--- config.mk ---
export PLATFORM = sky130hd
export DESIGN_NAME = mm_match_ctrl
export DESIGN_NICKNAME = d
export VERILOG_FILES = /design/src/rtl/mm_match_ctrl.sv
export SDC_FILE = /design/constraint.sdc
export NUM_CORES = 2
export LEC_CHECK = 0
export ABC_AREA = 1
export CAP_MARGIN = 20
export CORE_ASPECT_RATIO = 1.2
export CORE_UTILIZATION = 35
export DETAILED_ROUTE_END_ITERATION = 10
export DONT_BUFFER_PORTS = 1
export GPL_TIMING_DRIVEN = 1
export SKIP_CTS_REPAIR_TIMING = 1
export SLEW_MARGIN = 5
export SYNTH_ARGS = -nofsm -noshare
export SYNTH_HDL_FRONTEND = slang
export SYNTH_SLANG_ARGS = --single-unit
--- constraint.sdc ---
create_clock -name CP -period 3.7 [get_ports CP]
set_input_delay 0.925 -clock CP [delete_from_list [all_inputs] [get_ports CP]]
set_output_delay 0.925 -clock CP [all_outputs]
set_load 0.01 [all_outputs]
--- src/rtl/mm_match_ctrl.sv ---
// Matching-memory sequencer: classifies each token against a tag table and drives the stage's WR_E/DEL/ADDR.
// Defining MMCTRL_STATS_EN adds wrap-around fire/store/collision counters (stat_fire, stat_store, stat_coll).
module mm_match_ctrl #(
    parameter int DEPTH = 64,
    parameter int AW    = 6,
    parameter int PW    = 38
) (
    input  logic          CP,
    input  logic          MR_N,
    input  logic          in_valid,
    output logic          in_ready,
    input  logic [PW-1:0] in_packet,
    output logic          cmd_valid,
    input  logic          cmd_ready,
    output logic          cmd_wr_e,
    output logic          cmd_del,
    output logic [AW-1:0] cmd_addr,
    output logic [PW-1:0] cmd_packet,
    output logic          ovf_valid,
    input  logic          ovf_ready,
    output logic [PW-1:0] ovf_packet,
    input  logic          flush,
    output logic [AW:0]   occupancy
`ifdef MMCTRL_STATS_EN
    ,
    output logic [15:0]   stat_fire,
    output logic [15:0]   stat_store,
    output logic [15:0]   stat_coll
`endif
);
    localparam int          TL       = 20;
    localparam int          TW       = PW - TL;
    localparam logic [AW:0] OCC_MAX  = (AW+1)'(DEPTH);
    localparam logic [AW:0] OCC_ONE  = (AW+1)'(1);
    localparam logic [AW:0] OCC_ZERO = (AW+1)'(0);

    typedef enum logic [1:0] {
        IDLE   = 2'd0,
        LOOKUP = 2'd1,
        ISSUE  = 2'd2,
        OVF    = 2'd3
    } state_t;

    typedef enum logic [1:0] {
        K_BYPASS = 2'd0,
        K_STORE  = 2'd1,
        K_FIRE   = 2'd2
    } kind_t;

    // Entry index folds the two low 6-bit groups of the tag together.
    function automatic logic [AW-1:0] f_idx(input logic [PW-1:0] pkt);
        return pkt[TL +: AW] ^ pkt[TL+AW +: AW];
    endfunction

    state_t          state_r;
    kind_t           kind_r;
    logic [PW-1:0]   pkt_r;
    logic            live_r;
    logic            flush_pend_r;
    logic [DEPTH-1:0] valid_r;
    logic [TW-1:0]   tag_r [DEPTH];
    logic [AW:0]     occ_r;
    logic            cmd_valid_r;
    logic            cmd_wr_e_r;
    logic            cmd_del_r;
    logic [AW-1:0]   cmd_addr_r;
    logic [PW-1:0]   cmd_packet_r;
    logic            ovf_valid_r;
    logic [PW-1:0]   ovf_packet_r;

    logic [AW-1:0]   idx_s;
    logic            hit_s;
    logic            tag_eq_s;
    logic            flush_now_s;
    logic            issue_done_s;
    logic            ovf_done_s;

    // Lookup of the captured packet and handshake qualifiers
    always_comb begin
        idx_s        = f_idx(pkt_r);
        hit_s        = valid_r[idx_s];
        tag_eq_s     = (tag_r[idx_s] == pkt_r[PW-1:TL]);
        flush_now_s  = (state_r == IDLE) && (flush || flush_pend_r);
        issue_done_s = (state_r == ISSUE) && cmd_ready;
        ovf_done_s   = (state_r == OVF) && ovf_ready;
    end

    // Ready depends only on state and flush, never on the downstream readies.
    assign in_ready   = live_r && (state_r == IDLE) && !flush && !flush_pend_r;
    assign cmd_valid  = cmd_valid_r;
    assign cmd_wr_e   = cmd_wr_e_r;
    assign cmd_del    = cmd_del_r;
    assign cmd_addr   = cmd_addr_r;
    assign cmd_packet = cmd_packet_r;
    assign ovf_valid  = ovf_valid_r;
    assign ovf_packet = ovf_packet_r;
    assign occupancy  = occ_r;

    // Sequencer state, entry table and registered stage controls
    always_ff @(posedge CP or negedge MR_N) begin
        if (!MR_N) begin
            state_r      <= IDLE;
            kind_r       <= K_BYPASS;
            pkt_r        <= {PW{1'b0}};
            live_r       <= 1'b0;
            flush_pend_r <= 1'b0;
            valid_r      <= {DEPTH{1'b0}};
            occ_r        <= OCC_ZERO;
            for (int i = 0; i < DEPTH; i++) begin
                tag_r[i] <= {TW{1'b0}};
            end
            cmd_valid_r  <= 1'b0;
            cmd_wr_e_r   <= 1'b0;
            cmd_del_r    <= 1'b0;
            cmd_addr_r   <= {AW{1'b0}};
            cmd_packet_r <= {PW{1'b0}};
            ovf_valid_r  <= 1'b0;
            ovf_packet_r <= {PW{1'b0}};
        end else begin
            live_r <= 1'b1;
            // A flush seen mid-transaction waits for the next IDLE cycle.
            if (flush && (state_r != IDLE)) begin
                flush_pend_r <= 1'b1;
            end else begin
                flush_pend_r <= flush_pend_r;
            end
            case (state_r)
                IDLE: begin
                    if (flush_now_s) begin
                        valid_r      <= {DEPTH{1'b0}};
                        occ_r        <= OCC_ZERO;
                        flush_pend_r <= 1'b0;
                    end else if (in_valid && in_ready) begin
                        pkt_r   <= in_packet;
                        state_r <= LOOKUP;
                    end else begin
                        state_r <= IDLE;
                    end
                end
                LOOKUP: begin
                    if (!pkt_r[18]) begin
                        kind_r       <= K_BYPASS;
                        cmd_wr_e_r   <= 1'b0;
                        cmd_del_r    <= 1'b0;
                        cmd_addr_r   <= idx_s;
                        cmd_packet_r <= pkt_r;
                        cmd_valid_r  <= 1'b1;
                        state_r      <= ISSUE;
                    end else if (!hit_s) begin
                        kind_r       <= K_STORE;
                        cmd_wr_e_r   <= 1'b1;
                        cmd_del_r    <= 1'b1;
                        cmd_addr_r   <= idx_s;
                        cmd_packet_r <= pkt_r;
                        cmd_valid_r  <= 1'b1;
                        state_r      <= ISSUE;
                    end else if (tag_eq_s) begin
                        kind_r       <= K_FIRE;
                        cmd_wr_e_r   <= 1'b0;
                        cmd_del_r    <= 1'b0;
                        cmd_addr_r   <= idx_s;
                        cmd_packet_r <= pkt_r;
                        cmd_valid_r  <= 1'b1;
                        state_r      <= ISSUE;
                    end else begin
                        ovf_packet_r <= pkt_r;
                        ovf_valid_r  <= 1'b1;
                        state_r      <= OVF;
                    end
                end
                ISSUE: begin
                    if (issue_done_s) begin
                        cmd_valid_r <= 1'b0;
                        state_r     <= IDLE;
                        case (kind_r)
                            K_STORE: begin
                                valid_r[cmd_addr_r] <= 1'b1;
                                tag_r[cmd_addr_r]   <= cmd_packet_r[PW-1:TL];
                                if (occ_r != OCC_MAX) begin
                                    occ_r <= occ_r + OCC_ONE;
                                end else begin
                                    occ_r <= occ_r;
                                end
                            end
                            K_FIRE: begin
                                valid_r[cmd_addr_r] <= 1'b0;
                                if (occ_r != OCC_ZERO) begin
                                    occ_r <= occ_r - OCC_ONE;
                                end else begin
                                    occ_r <= occ_r;
                                end
                            end
                            default: begin
                                occ_r <= occ_r;
                            end
                        endcase
                    end else begin
                        state_r <= ISSUE;
                    end
                end
                OVF: begin
                    if (ovf_done_s) begin
                        ovf_valid_r <= 1'b0;
                        state_r     <= IDLE;
                    end else begin
                        state_r <= OVF;
                    end
                end
                default: begin
                    state_r <= IDLE;
                end
            endcase
        end
    end

`ifdef MMCTRL_STATS_EN
    logic [15:0] stat_fire_r;
    logic [15:0] stat_store_r;
    logic [15:0] stat_coll_r;

    // Outcome counters advance on completed handshakes, wrap, and survive flush
    always_ff @(posedge CP or negedge MR_N) begin
        if (!MR_N) begin
            stat_fire_r  <= 16'd0;
            stat_store_r <= 16'd0;
            stat_coll_r  <= 16'd0;
        end else begin
            if (issue_done_s && (kind_r == K_FIRE)) begin
                stat_fire_r <= stat_fire_r + 16'd1;
            end else begin
                stat_fire_r <= stat_fire_r;
            end
            if (issue_done_s && (kind_r == K_STORE)) begin
                stat_store_r <= stat_store_r + 16'd1;
            end else begin
                stat_store_r <= stat_store_r;
            end
            if (ovf_done_s) begin
                stat_coll_r <= stat_coll_r + 16'd1;
            end else begin
                stat_coll_r <= stat_coll_r;
            end
        end
    end

    assign stat_fire  = stat_fire_r;
    assign stat_store = stat_store_r;
    assign stat_coll  = stat_coll_r;
`endif

endmodule

==> reports/results.ini <==
[cts]
clk_latency_ns = 0.80
numCtsBuffers = 140
h-tree-depth = 4
cts_root_buf = clkbuf_16
cts.clk_slew.worst_paths_ns = 0.06
cts_buffer_depth = 3
cts_sinks = 1351
cts_tree = yes

[die]
core_area_um2 = 173000
dieArea_um2 = 176000
fp.dieW_um = 383
die_h_um = 459
rows = 167
ios = 138
start_util = 0.353

[finish]
final_nets = 7520
finish.utilization = 0.409
fin_cells = 9860
drive_above_1_share = 0.0898
final_common_cell = nand2_1
multiInputGateArea_um2 = 24300
syn2layout_area_growth_pct = 15.8
final_cell_mix = nand2_1, dfrtp_1, o21ai_0
ff_latch_area_um2 = 33800
fill_cells = 17300

[routing]
postRouteAntennaNets = 0
drtIter0Drc = 7016
firstDrtPassIters = 11
wl_per_cell_um = 21.5
wl_um = 212000
drc = 4
via_per_inst = 5.49
num_vias = 54200

[flow_run]
maxCapViolations = 0

[worst_setup_path]
start_kind = register
crit_path_end_kind = register
cp.required_ns = 4.38
r2r_end = cmd_packet[15]
rr_worst_depth = 23
setup.worst_path.class = reg2reg
crit_arrival_ns = 4.35
r2r_slack_ns = 0.03
r2r-start = pkt_r[20]
crit_fanout = 23

[placed_design]
dp.final_hpwl_um = 129000
place_ws_ns = -0.245
io_buffer_count = 0
post-place-cells = 9568
gp_congestion = 0.944

[synthesis]
syn_avg_cell_area_um2 = 8.06
syn_nets = 7618
seq_area_frac_synth = 0.554
synth.distinct_cells = 29
syn_inst = 7564
synth_seq_cells = 1351
yosysWarningCount = 0
synth_area_um2 = 61000

[global_routing]
grt_pass1_vias = 50800
grt_antenna_before_repair = 5
grt_max_degree = 1352
grt_pass1_wl_um = 320000
grt_use_total = 0.235
grt_overflow = 0

[timing]
rsz0062_at_grt = yes
clock_skew_ns = 0.0343
hold_ws_ns = 0.0893
layout_setup_ws_ns = 0.0262
hold_viol = 0
min_period_ns = 3.67
period_share = 0.993
final_max_slew_viol_count = 0
fmax_mhz = 272
fin_tns_setup_ns = 0
tightest_slew_ns = 1.42
setup_viol = 0
max_slew_margin = 0.0536

[pwr]
power_density_nw_per_um2 = 977
p_leak_uw = 0.0309
peakVddDrop_v = 0.000775

[status]
violations = design-rule violations
status = finished with violations

[min_path]
hp-class = in2async

-- metrics by stage --
stage | area (um^2) | power (uW)
after floorplan | 61000 | 35400
after global placement | 64900 | 51700
after detailed placement | 64900 | 51800
after CTS | 69600 | 66500
after global routing | 70600 | 71900
final | 70600 | 69000
-- kinds of logic (layout without fill, tap and decap cells) --
family | Yosys count | count (layout) | share of synthesized area
and+or+nand+nor | 3937 | 3937 | 0.267
buffers and inverters | 786 | 797 | 0.0514
AOI/OAI and AO/OA | 1468 | 1468 | 0.123
other | 1 | 5 | 0.0000615
xor gates and xnor gates | 11 | 11 | 0.00158
DFF | 1351 | 1351 | 0.554
adders and majority gates | 10 | 10 | 0.00217
-- cell usage after synthesis (all sizes together) --
master	instances	share of area
o21ai	1263	0.10
and2	1	0.00010
inv	136	0.0084
ha	9	0.0018
o22ai	74	0.0076
o31ai	1	0.00012
xnor2	8	0.0011
clkbuf	434	0.027
fa	1	0.00033
a21oi	106	0.0087
xor2	3	0.00043
o221ai	2	0.00029
nand3	1188	0.097
nor3	27	0.0022
buf	195	0.015
nor2	131	0.0081
dfrtp	1351	0.55
o21bai	1	0.00012
a21boi	1	0.00012
nand2	2584	0.16
o211ai	20	0.0025
nor4	1	0.00010
conb	1	0.000061
nand4	5	0.00051
clkinv	21	0.0013
-- metal layers --
layer	vias up	wire length, um	global-route usage
met5	-	0	0
met1	26700	88100	0.312
met3	388	14800	0.0348
met4	0	9120	0.105
li1	24800	-	-
met2	2242	99800	0.377
-- cell type report --
type                    count  share of cell area
diodes                      4            0.000142
inverters                 157             0.00843
repair buffers            389              0.0616
clock inverters            44             0.00783
multi-input cells        5427               0.344
flip-flops and latches   1351               0.479
well taps                2281              0.0404
clock buffers             207              0.0587
-- state kept, by name, indices dropped and copies added (netlist names) --
register / count
cmd_addr: 6
cmd_del: 1
cmd_packet: 38
cmd_valid: 1
flush_pend_r: 1
kind_r: 1
live_r: 1
occupancy: 7
ovf_packet: 38
ovf_valid: 1
pkt_r: 38
state_r: 2
tag_r: 1152
valid_r: 64
-- power by group --
group | switching [uW] | total [uW] | internal, uW | leakage, uW
Combinational | 24500 | 36900 | 12300 | 0.0100
Sequential | 1420 | 17600 | 16200 | 0.0186
Clock | 6220 | 14600 | 8370 | 0.00231
-- worst max-delay path, stage by stage, from the launching register on --
cell,delay (ns)
dfrtp_1,0.40
inv_1,0.13
nand2_2,0.10
nand2_4,0.16
buf_12,0.22
buf_4,0.20
buf_4,0.21
nand2_1,0.07
nand3_1,0.08
nand3_1,0.12
nand3_1,0.16
nand3_2,0.17
nand3_1,0.12
buf_4,0.18
nand2_1,0.06
nand2_1,0.06
nand4_1,0.14
nor2_2,0.15
nand3_2,0.17
nand2_2,0.12
nand2_4,0.12
clkbuf_16,0.24
nand2_1,0.06
o21ai_0,0.08
-- worst max path at each step --
stage,start,endpoint,cells past startpoint
after global placement,pkt_r[21],cmd_packet[22],21
after floorplan,pkt_r[20],cmd_addr[2],23
final,pkt_r[20],cmd_packet[15],23
after CTS,pkt_r[21],cmd_packet[10],20
after detailed placement,pkt_r[21],cmd_packet[13],21
after global routing,pkt_r[20],ovf_packet[3],23
Power figures use the tool's default switching activity.
